==> src/rtl/rf_deserializer_out.sv <==
// rf_deserializer_out
// Takes one parallel result vector of ARRAYLEN words per transaction from the
// systolic array and streams it out one word per cycle, lane 0 first.
// A two-slot ping-pong buffer absorbs back-to-back array bursts.
// Occupancy (EMPTY/HALF/FULL) is the state of the buffer.
// Optional build macro: RF_DESERIALIZER_OUT_RELU_EN. When it is defined,
// negative words are clamped to zero on the output side only. The stored
// slots are never modified.

module rf_deserializer_out #(
    parameter int WORDWIDTH = 32,
    parameter int ARRAYLEN  = 25,
    parameter int LANE_W    = 5
) (
    input  logic                          clk,
    input  logic                          rst,
    input  logic [ARRAYLEN*WORDWIDTH-1:0] din,
    input  logic                          in_valid,
    output logic                          in_ready,
    output logic [WORDWIDTH-1:0]          dout,
    output logic                          out_valid,
    input  logic                          out_ready,
    output logic                          out_last,
    output logic [LANE_W-1:0]             out_lane
);

    localparam logic [LANE_W-1:0] LANE_LAST = LANE_W'(ARRAYLEN - 1);

    typedef enum logic [1:0] {
        EMPTY = 2'd0,
        HALF  = 2'd1,
        FULL  = 2'd2
    } occ_t;

    occ_t                 cnt;
    logic                 wp;
    logic                 rp;
    logic [LANE_W-1:0]    lane;
    logic [WORDWIDTH-1:0] slot [2][ARRAYLEN];

    logic                 accept;
    logic                 pop;
    logic                 retire;
    logic [WORDWIDTH-1:0] sel_word;

`ifdef RF_DESERIALIZER_OUT_RELU_EN
    // Negative two's complement words are clamped to zero.
    function automatic logic [WORDWIDTH-1:0] relu(input logic [WORDWIDTH-1:0] w);
        logic [WORDWIDTH-1:0] r;
        if (w[WORDWIDTH-1]) begin
            r = '0;
        end else begin
            r = w;
        end
        return r;
    endfunction
`endif

    // Handshake qualifiers. These are derived from registered state only.
    // in_ready therefore has no path from out_ready.
    always_comb begin
        in_ready  = (cnt != FULL) && !rst;
        out_valid = (cnt != EMPTY);
        accept    = in_valid && in_ready;
        pop       = out_valid && out_ready;
        retire    = pop && (lane == LANE_LAST);
        sel_word  = slot[rp][lane];
    end

    // Output word, lane tag and last flag. dout is forced to zero while no word is valid.
    always_comb begin
        out_lane = lane;
        out_last = out_valid && (lane == LANE_LAST);
        if (out_valid) begin
`ifdef RF_DESERIALIZER_OUT_RELU_EN
            dout = relu(sel_word);
`else
            dout = sel_word;
`endif
        end else begin
            dout = '0;
        end
    end

    // Vector storage: the accepted vector is written into the slot selected by wp.
    always_ff @(posedge clk or posedge rst) begin
        if (rst) begin
            for (int s = 0; s < 2; s++) begin
                for (int i = 0; i < ARRAYLEN; i++) begin
                    slot[s][i] <= '0;
                end
            end
        end else if (accept) begin
            for (int i = 0; i < ARRAYLEN; i++) begin
                slot[wp][i] <= din[i*WORDWIDTH +: WORDWIDTH];
            end
        end
    end

    // Pointers, lane counter and occupancy state machine.
    always_ff @(posedge clk or posedge rst) begin
        if (rst) begin
            wp   <= 1'b0;
            rp   <= 1'b0;
            lane <= '0;
            cnt  <= EMPTY;
        end else begin
            if (accept) begin
                wp <= ~wp;
            end
            if (pop) begin
                if (lane == LANE_LAST) begin
                    lane <= '0;
                    rp   <= ~rp;
                end else begin
                    lane <= lane + LANE_W'(1);
                end
            end
            case (cnt)
                EMPTY: begin
                    if (accept) begin
                        cnt <= HALF;
                    end else begin
                        cnt <= EMPTY;
                    end
                end
                HALF: begin
                    case ({accept, retire})
                        2'b10:   cnt <= FULL;
                        2'b01:   cnt <= EMPTY;
                        default: cnt <= HALF;
                    endcase
                end
                FULL: begin
                    if (retire) begin
                        cnt <= HALF;
                    end else begin
                        cnt <= FULL;
                    end
                end
                default: cnt <= EMPTY;
            endcase
        end
    end

endmodule

==> config.mk <==
export PLATFORM = sky130hd
export DESIGN_NAME = rf_deserializer_out
export DESIGN_NICKNAME = d
export VERILOG_FILES = /design/src/rtl/rf_deserializer_out.sv
export SDC_FILE = /design/constraint.sdc
export NUM_CORES = 2
export LEC_CHECK = 0
export ABC_AREA = 1
export ABC_CLOCK_PERIOD_IN_PS = 66500
export BUFFER_PORTS_ARGS = -buffer_cell sky130_fd_sc_hd__buf_4
export CAP_MARGIN = 10
export CELL_PAD_IN_SITES_DETAIL_PLACEMENT = 1
export CELL_PAD_IN_SITES_GLOBAL_PLACEMENT = 1
export CORE_UTILIZATION = 44
export DETAILED_ROUTE_END_ITERATION = 8
export PLACE_DENSITY_LB_ADDON = 0.15
export SLEW_MARGIN = 20
export SYNTH_ARGS = -nofsm -noshare
export SYNTH_HDL_FRONTEND = slang
export SYNTH_SLANG_ARGS = --single-unit
==> constraint.sdc <==
create_clock -name clk -period 66.5 [get_ports clk]
set_clock_uncertainty 0.1 [all_clocks]
set_input_delay 3.325 -clock clk [delete_from_list [all_inputs] [get_ports clk]]
set_output_delay 3.325 -clock clk [all_outputs]
set_load 0.01 [all_outputs]
==> flow_summary_export.csv <==
group,metric,value,unit
sta,tightest_slew,1320,ps
clock_network,clkTransAtPathRegs,60,ps
clock_network,cts_root_buffer,"sky130_fd_sc_hd__clkbuf_16",
clock_network,post-cts-setup-buffer-count,0,
pwr,ir_worst_vdd,0.0339,mV
sta,final.period_utilization,0.142,
grt,grt_pass1_wl,485,mm
sta,setup_viol,0,
pwr,powerDensity,52.9,nW/µm²
cells_and_area,nets,11968,
cells_and_area,utilization,0.514,
cells_and_area,filler_cell_count,22422,
grt,number_of_antenna_violations_at_the_first_check_in_global_routing,49,
synth,syn_nets,11529,
synth,postSynthRegisterBits,1609,
die,die-height,428,µm
setup_path,worst_ep_required_time,63080,ps
cells_and_area,synth_to_final_area_change,15.5,%
clock_network,tritoncts.num_buffers,183,
placed_design,gpl.final_weighted_congestion,0.906,
die,floorplan.initialDensity,0.445,
routing,avgViaCountPerCell,5.36,
die,core,179000,µm²
cells_and_area,layout_commonest_cell,"sky130_fd_sc_hd__nand2_1",
sta,finalHoldWorstSlack,380,ps
routing,drtPass1Iterations,5,
die,num_io_pins,844,
sta,hold_viol_final,0,
synth,ys.warnings.count,0,
synth,synth_ff_type,"sky130_fd_sc_hd__dfrtp_1",
sta,timing.setup.tns,0,ps
grt,grt_pass1_vias,76278,
placed_design,io_buffer_count,843,
clock_network,cts.sinks,1609,
grt,groute.usage.overall,0.351,
clock_network,clk_latency_worst_skew_pair,850,ps
flow_run,drv_cap,0,
synth,async_flop_share,1.00,
routing,wire_length_reported_by_the_detailed_router,324,mm
pwr,p_leak,0.0501,µW
die,floorplan.die.width,428,µm
cells_and_area,drive_above_1_share,0.128,
synth,synth.yosys.seq_area_share,0.504,
clock_network,tritoncts,"built",
routing,wire_per_inst,23.6,µm
sta,final_period_minus_worst_setup_slack,9470,ps
routing,drtIter0Drc,6235,
clock_network,cts_hold_repair.buffers,0,
sta,achievable-frequency,106,MHz
setup_path,arrival,6050,ps
synth,synth_edf_count,0,
setup_path,timing_worst_setup_path_type,"reg2out",
setup_path,cp-start-kind,"register",
clock_network,cts_max_level,4,
synth,synthesis.area,79900,µm²
synth,synth_cells,10722,
setup_path,critical_path.endpoint_type,"primary output",
grt,grt_max_degree,225,
grt,overflow,0,
sta,max-slew-margin-rel,0.123,
min_path,hold_class,"reg2reg",
sta,slew_viol_final,0,
status,outcome,"complete, no violations",
clock_network,cts.path.max_buffers,3,
synth,synthDistinctLibCells,29,
routing,drcViolationCount,0,
synth,postSynthAreaPerCell,7.45,µm²
routing,detailroute.via_count,73425,
cells_and_area,most-common-layout-cells,"sky130_fd_sc_hd__nand2_1, sky130_fd_sc_hd__dfrtp_1, sky130_fd_sc_hd__inv_1",
placed_design,detailed_place_hpwl,227,mm
routing,ant_nets,0,
setup_path,worstPathMaxFanout,152,
sta,setup_repair_after_global_routing_missed_its_margin,"false",
clock_network,cts.repair.resized,0,
die,die_area,183000,µm²
die,num_rows,155,
worst max-delay path: stages (launching register included):
cell	delay (ps)
sky130_fd_sc_hd__dfrtp_4	720
sky130_fd_sc_hd__inv_16	480
sky130_fd_sc_hd__buf_4	810
sky130_fd_sc_hd__buf_4	740
sky130_fd_sc_hd__buf_4	760
sky130_fd_sc_hd__nand2_1	100
sky130_fd_sc_hd__nand2_1	90
sky130_fd_sc_hd__nand2_1	50
sky130_fd_sc_hd__nand2_1	90
sky130_fd_sc_hd__nand2_1	60
sky130_fd_sc_hd__nand2_1	240
sky130_fd_sc_hd__inv_1	70
sky130_fd_sc_hd__nand2_1	70
sky130_fd_sc_hd__a21oi_1	80
sky130_fd_sc_hd__nor2_1	390
sky130_fd_sc_hd__buf_4	200
path summary, 6_finish.rpt:
kind	endpoint	cells after the start	slack [ps]	start
worst max-delay path	dout[13]	15	57030	rp
worst min-delay path	slot[388]	2	380	slot[388]
worst max register to register	slot[1540]	10	60810	cnt[0]
worst min register to register	slot[388]	2	380	slot[388]
max in group asynchronous	slot[1286]	7	59810	rst
min in group asynchronous	slot[680]	2	2480	rst
logic make-up after synthesis:
group,Yosys count,share of synthesized area
AND/OR/NAND/NOR,5147,0.253
buffers and inverters,2149,0.119
AO/OA/AOI/OAI,1813,0.124
flip-flops,1609,0.504
adder cells (fa/ha/maj),3,0.000470
XOR/XNOR,1,0.000110
layer usage:
| metal | vias up | GRT usage | wire length [µm] |
|---|---|---|---|
| li1 | 33842 | - | - |
| met1 | 36728 | 0.442 | 131000 |
| met2 | 2174 | 0.548 | 151000 |
| met3 | 673 | 0.0488 | 16100 |
| met4 | 8 | 0.267 | 25700 |
| met5 | - | 0 | 52 |
area by class of cell:
type / count / area (µm²) / share of cell area
Sequential cell: 1609 / 40300 / 0.437
Multi-Input combinational cell: 6964 / 30200 / 0.327
Inverter: 1461 / 5520 / 0.0598
Timing Repair Buffer: 942 / 7280 / 0.0789
Tap cell: 2355 / 2950 / 0.0319
Clock buffer: 272 / 5400 / 0.0585
Antenna cell: 34 / 85.1 / 0.000922
Clock inverter: 61 / 589 / 0.00639
where the power goes:
group | internal [µW] | total (µW) | switching, µW
clock network | 595 | 1030 | 431
logic | 628 | 2140 | 1510
registers | 1440 | 1720 | 278
total | 2660 | 4880 | 2220
synthesized netlist by cell type, drive strengths merged (3+ instances only):
cell type	number	share of area
inv	1460	0.069
o21ai	1700	0.12
nand3	655	0.041
ha	3	0.00047
nor3	3	0.00025
nand4	12	0.00094
clkbuf	268	0.013
dfrtp	1609	0.50
a21oi	93	0.0058
nor2	317	0.015
nand2	4158	0.20
o31ai	18	0.0017
buf	420	0.037
flip-flops by register name, indices dropped and copies added (netlist names):
signal / cells
out_lane: 5
rp: 1
cnt: 2
wp: 1
slot: 1600
stage by stage:
step	cells	setup WS [ps]	total power (µW)	area, µm²
finish	13698	57030	4880	92200
global route	13697	56850	5200	92200
CTS	13662	57030	4870	92100
detailed placement	13329	57960	3830	86100
global placement	13329	58060	3730	86100
floorplan	10722	17670	3040	79900
Note: power is estimated with default switching activity, not from simulation.
